### src/rtl/numero_pkg.sv
// numero_pkg -- shared types, widths and decode equations for the numero_scan
// display driver.
//   state_e        : FSM states IDLE / LOAD / SCAN
//   SEG_W, CODE_W  : pattern and code widths
//   numero_decode  : raw 4-bit code -> 5-line pattern {d5,d4,d3,d2,d1}
package numero_pkg;

  localparam int SEG_W  = 5;
  localparam int CODE_W = 4;

  typedef enum logic [1:0] {
    IDLE,
    LOAD,
    SCAN
  } state_e;

  // Code bits are A(MSB) B C D(LSB). This function applies no blanking;
  // invalid-code handling lives in the decode sub-module.
  function automatic logic [SEG_W-1:0] numero_decode(input logic [CODE_W-1:0] code);
    logic a, b, c, d;
    logic d5, d4, d3, d2, d1;
    {a, b, c, d} = code;
    d5 = (b & ~c) | (~a & ~c & d) | (~b & c);
    d4 = (b & ~c) | (~b & c) | (c & ~d);
    d3 = b | (c & d);
    d2 = b | (a & ~c & ~d);
    d1 = a | (b & d) | (b & c);
    return {d5, d4, d3, d2, d1};
  endfunction

endpackage

### src/rtl/numero_scan_decode.sv
// numero_decode -- combinational code-to-pattern decoder, one per numero_scan.
// Optional feature macro: NUMERO_BLANK_EN (codes 1010..1111 blank and flag).
//   code_i    : 4-bit code, A(MSB) B C D(LSB)
//   seg_o     : {d5,d4,d3,d2,d1} pattern
//   invalid_o : high when the code was blanked as invalid (0 if feature off)
module numero_decode
  import numero_pkg::*;
(
  input  logic [CODE_W-1:0] code_i,
  output logic [SEG_W-1:0]  seg_o,
  output logic              invalid_o
);

`ifdef NUMERO_BLANK_EN
  assign invalid_o = (code_i >= CODE_W'(10));
  assign seg_o     = invalid_o ? '0 : numero_pkg::numero_decode(code_i);
`else
  assign invalid_o = 1'b0;
  assign seg_o     = numero_pkg::numero_decode(code_i);
`endif

endmodule

### src/rtl/numero_scan.sv
// numero_scan -- captures CHANNELS 4-bit codes on a rising edge of ready,
// decodes them one per clock into a pattern buffer, then time-multiplexes
// the display, holding each digit for SCAN_DIV clocks.
// Optional feature macro: NUMERO_BLANK_EN (blank codes 1010..1111, sticky err).
//   clock   : system clock, rising edge
//   reset   : asynchronous active-low reset
//   code_in : channel k code at [4k+3:4k]
//   ready   : load request; a rising edge starts a capture
//   clear   : synchronous clear to IDLE, wins over a load
//   ack     : one-cycle pulse when a load completes
//   seg     : pattern of the active digit
//   dig     : one-hot active digit, all-zero when blank
//   err     : sticky invalid-code flag
module numero_scan
  import numero_pkg::*;
#(
  parameter int CHANNELS = 4,
  parameter int SCAN_DIV = 1000
) (
  input  logic                       clock,
  input  logic                       reset,
  input  logic [CODE_W*CHANNELS-1:0] code_in,
  input  logic                       ready,
  input  logic                       clear,
  output logic                       ack,
  output logic [SEG_W-1:0]           seg,
  output logic [CHANNELS-1:0]        dig,
  output logic                       err
);

  localparam int K_W   = (CHANNELS > 1) ? $clog2(CHANNELS) : 1;
  localparam int DIV_W = (SCAN_DIV > 1) ? $clog2(SCAN_DIV) : 1;
  localparam logic [K_W-1:0]   K_LAST   = K_W'(CHANNELS - 1);
  localparam logic [DIV_W-1:0] DIV_LAST = DIV_W'(SCAN_DIV - 1);

  state_e                     state_q;
  logic                       ready_q;
  logic [CODE_W*CHANNELS-1:0] shadow_q;
  logic [SEG_W-1:0]           pattern_q [CHANNELS];
  logic [K_W-1:0]             k_q, idx_q, idx_d;
  logic [DIV_W-1:0]           div_q, div_d;
  logic [SEG_W-1:0]           seg_q;
  logic [CHANNELS-1:0]        dig_q;
  logic                       ack_q, err_q;

  logic                       load_ev;
  logic [SEG_W-1:0]           dec_seg;
  logic                       dec_invalid;

  assign load_ev = ready & ~ready_q;

  numero_decode u_decode (
    .code_i    (shadow_q[k_q*CODE_W +: CODE_W]),
    .seg_o     (dec_seg),
    .invalid_o (dec_invalid)
  );

  // Scan position after this clock: div wraps at SCAN_DIV-1 and steps idx.
  // NOTE: combinational blocks use blocking '=' and give every output a
  // default first, so no latch is inferred on any path.
  always_comb begin
    div_d = div_q + 1'b1;
    idx_d = idx_q;
    if (div_q == DIV_LAST) begin
      div_d = '0;
      idx_d = (idx_q == K_LAST) ? '0 : idx_q + 1'b1;
    end
  end

  always_ff @(posedge clock or negedge reset) begin
    if (!reset) begin
      state_q  <= IDLE;
      ready_q  <= 1'b0;
      shadow_q <= '0;
      k_q      <= '0;
      idx_q    <= '0;
      div_q    <= '0;
      seg_q    <= '0;
      dig_q    <= '0;
      ack_q    <= 1'b0;
      err_q    <= 1'b0;
      // NOTE: the pattern buffer is a small register array that must read
      // as zero after reset, so it is reset explicitly (not a RAM macro).
      for (int i = 0; i < CHANNELS; i++) pattern_q[i] <= '0;
    end else begin
      ready_q <= ready;
      ack_q   <= 1'b0;
      if (clear) begin
        state_q <= IDLE;
        k_q     <= '0;
        idx_q   <= '0;
        div_q   <= '0;
        seg_q   <= '0;
        dig_q   <= '0;
        err_q   <= 1'b0;
        for (int i = 0; i < CHANNELS; i++) pattern_q[i] <= '0;
      end else begin
        case (state_q)
          IDLE: begin
            if (load_ev) begin
              shadow_q <= code_in;
              k_q      <= '0;
              state_q  <= LOAD;
            end
          end
          LOAD: begin
            // seg/dig hold here, so the old display stays up until done.
            pattern_q[k_q] <= dec_seg;
            if (dec_invalid) err_q <= 1'b1;
            if (k_q == K_LAST) begin
              ack_q   <= 1'b1;
              state_q <= SCAN;
              idx_q   <= '0;
              div_q   <= '0;
              // Entry 0 is only being written this same clock when CHANNELS=1.
              seg_q   <= (k_q == '0) ? dec_seg : pattern_q[0];
              dig_q   <= CHANNELS'(1);
            end else begin
              k_q <= k_q + 1'b1;
            end
          end
          SCAN: begin
            if (load_ev) begin
              shadow_q <= code_in;
              k_q      <= '0;
              state_q  <= LOAD;
            end else begin
              div_q <= div_d;
              idx_q <= idx_d;
              seg_q <= pattern_q[idx_d];
              dig_q <= CHANNELS'(1) << idx_d;
            end
          end
          default: state_q <= IDLE;
        endcase
      end
    end
  end

  assign ack = ack_q;
  assign seg = seg_q;
  assign dig = dig_q;
  assign err = err_q;

endmodule

### config.mk
export PLATFORM = sky130hd
export DESIGN_NAME = numero_scan
export DESIGN_NICKNAME = d
export VERILOG_FILES = /design/src/rtl/numero_pkg.sv /design/src/rtl/numero_scan_decode.sv /design/src/rtl/numero_scan.sv
export SDC_FILE = /design/constraint.sdc
export NUM_CORES = 1
export LEC_CHECK = 0
export ABC_AREA = 0
export BUFFER_PORTS_ARGS = -buffer_cell sky130_fd_sc_hd__buf_2
export CAP_MARGIN = 20
export CORE_MARGIN = 2
export CORE_UTILIZATION = 59
export DETAILED_ROUTE_END_ITERATION = 16
export PLACE_DENSITY = 0.8
export REMOVE_ABC_BUFFERS = 1
export SLEW_MARGIN = 15
export SYNTH_ARGS = -nofsm -noshare
export SYNTH_HDL_FRONTEND = slang
export SYNTH_SLANG_ARGS = --single-unit
### constraint.sdc
create_clock -name clock -period 3.6 [get_ports clock]
set_clock_uncertainty 0.15 [all_clocks]
set_input_delay 0.72 -clock clock [delete_from_list [all_inputs] [get_ports clock]]
set_output_delay 0.72 -clock clock [all_outputs]
set_load 0.02 [all_outputs]
==> results.py <==
metrics = {
    "global_route": {
        "antenna_found_initial": 0,
        "grt_pass1_wl_um": 12300,
        "grt_pass1_vias": 2517,
        "grt_remaining_overflow": 0,
        "grt_start_max_net_pins": 48,
        "grt_usage": 0.2597,
    },
    "placement": {
        "io_buffers": 29,
        "place_congestion": 0.8244,
        "hpwl_um": 4908,
    },
    "cells_and_area": {
        "final_nets": 359,
        "layout-drive-gt1-share": 0.2209,
        "diodes": 0,
        "syn_to_final_growth_pct": 13.32,
        "fillers": 444,
    },
    "synth": {
        "synth_area_leader_cell": "dfrtp_1",
        "ys.flop_type": "dfrtp_1",
        "synth_cells": 301,
        "syn-cell-area_mm2": 0.003249,
        "synth-edff-count": 0,
        "synth_commonest_cells": "dfrtp_1 (63), nor2_1 (37), a211oi_1 (25)",
        "synth_cell_types": 51,
        "yosys_register_bits": 63,
        "seq_area_frac_synth": 0.4852,
        "syn_avg_cell_area_um2": 10.80,
        "synth.area.top_cells": "dfrtp_1 (49%), mux2_2 (6.2%), a211oi_1 (5.8%)",
        "synthArstFlopShare": 1.000,
        "yosys_warnings": 0,
        "netlist.area_leader.share": 0.4852,
        "synth_most_common_cell": "dfrtp_1",
    },
    "cts": {
        "cts.htree.levels": 3,
        "cts_setup_buffers": 0,
        "cts-root-buf": "clkbuf_8",
        "numClockSinks": 63,
        "clk-insertion-delay-late_ns": 0.34,
        "numCtsBuffers": 9,
        "cts_resized": 0,
        "tritoncts": "built",
        "path_clk_slew_ns": 0.07,
        "cts_hold_buffers": 0,
        "cts.path.max_buffers": 2,
    },
    "detailed_routing": {
        "drt_iter0_drc": 231,
        "drtPass1Iterations": 4,
        "drt.antenna.violating_nets": 0,
        "via_per_inst": 6.130,
        "via_count": 2495,
        "drc": 0,
        "wire_per_inst_um": 17.63,
        "drt_wl_total_um": 7174,
    },
    "timing": {
        "hold_viol_final": 0,
        "rsz0062_at_grt": "no",
        "drv_slew": 0,
        "max_slew_margin": 0.5076,
        "finalHoldWorstSlack_ns": 0.1439,
        "fmax_ghz": 0.3640,
        "finalSetupViolations": 0,
        "timing.final.crit_share": 0.7631,
        "setup_tns_ns": 0,
        "min_period_ns": 2.747,
        "tightest_slew_ns": 0.7323,
    },
    "critical_path": {
        "start_kind": "flip-flop",
        "worstPathArrival_ns": 2.83,
        "endpoint_kind": "flip-flop",
        "required_ns": 3.68,
        "crit_fanout": 8,
        "rr_worst_depth": 6,
        "critical_path_class": "flip-flop to flip-flop",
    },
    "floorplanning": {
        "die_y_um": 78.21,
        "io_pins": 31,
        "core-area_mm2": 0.005405,
        "die_area_mm2": 0.006117,
        "rows": 27,
        "start_util": 0.6012,
        "die_w_um": 78.21,
    },
    "power_and_ir_drop": {
        "powerDensity_mw_per_mm2": 488.6,
        "p_leak_nw": 1.578,
        "vdd_drop_max_v": 0.0003473,
    },
    "worst_hold_path": {
        "min_path_type": "primary input to async pin",
    },
    "flow_run": {
        "cap_violations": 0,
    },
    "status": {
        "outcome": "finished clean",
    },
}
[state kept, by name, indices dropped and copies added, names as in the netlist]
signal and flops:
k_q 2, pattern_q 20, ack 1, dig 4, shadow_q 16, state_q 2
ready_q 1, div_q 10, seg 5, idx_q 2
[metrics by stage]
step,instances,util,worst slack (ns),area (µm²),power (mW)
3_5_place_dp,391,0.6398,0.8776,3458,1.116
5_1_grt,407,0.6813,0.6899,3682,1.882
3_3_place_gp,391,0.6398,0.9576,3458,1.102
4_1_cts,407,0.6813,0.8526,3682,1.805
6_report,407,0.6813,0.8528,3682,1.799
2_1_floorplan,284,-,0.9393,3173,1.009
[metal layers]
| metal | part of all wire | vias up | track usage | wire (µm) |
|---|---|---|---|---|
| li1 | - | 1170 | - | - |
| met1 | 0.44 | 1226 | 0.3454 | 3134 |
| met2 | 0.49 | 82 | 0.4181 | 3516 |
| met3 | 0.051 | 17 | 0.06667 | 364 |
| met4 | 0.022 | 0 | 0.08772 | 158 |
| met5 | 0 | - | 0 | 0 |
[final cells by class]
class	count	area, µm²	area share
tap	72	90.09	0.02446
inverter	8	30.03	0.008155
clock buffer	13	158.9	0.04315
timing repair buffer	35	190.2	0.05165
multi-input combinational	213	1572	0.4268
clock inverter	3	65.06	0.01767
sequential	63	1577	0.4281
[placed cells by master (no fill, tap or decap), drive strengths merged, types with 5 or more instances in the layout]
cell / n
buf: 35
a21oi: 11
a211oi: 26
dfrtp: 63
clkbuf: 13
inv: 8
o21ai: 6
o21a: 5
nor2: 37
ha: 9
mux2: 18
nor3: 6
nand2: 15
o31ai: 6
nand3: 5
[critical path, cell delays in order (launching register included)]
cell and delay [ns]:
dfrtp_1 0.55, mux4_1 0.73, ha_1 0.27, nor4b_1 0.51, a2111oi_4 0.14, o32a_1 0.19
o21a_1 0.10
[path summary, 6_finish.rpt]
check / to / startpoint / slack [ns]
hold / removal: div_q[3]$_DFFE_PN0P_ / reset / 0.14
setup reg to reg: seg[4]$_DFFE_PN0P_ / k_q[0]$_DFFE_PN0P_ / 0.85
setup / recovery: seg[4]$_DFFE_PN0P_ / k_q[0]$_DFFE_PN0P_ / 0.85
hold reg to reg: seg[3]$_DFFE_PN0P_ / seg[3]$_DFFE_PN0P_ / 0.33
max in group asynchronous: pattern_q[11]$_DFFE_PN0P_ / reset / 2.22
min in group clock: seg[3]$_DFFE_PN0P_ / seg[3]$_DFFE_PN0P_ / 0.33
[power breakdown]
part,leakage [nW],internal (mW),switching (mW)
registers,0.833,0.768,0.0413
logic,0.632,0.127,0.168
clock network,0.114,0.428,0.267
[kinds of logic after synthesis]
logic type	after synthesis	synth area share
adders and majority gates	9	0.03466
buffers and inverters	25	0.03273
and+or+nand+nor	98	0.1559
DFF	63	0.4852
AOI/OAI and AO/OA	74	0.1725
xor gates and xnor gates	6	0.01617
muxes	25	0.1017
other	1	0.001154
Power figures use the tool's default switching activity.
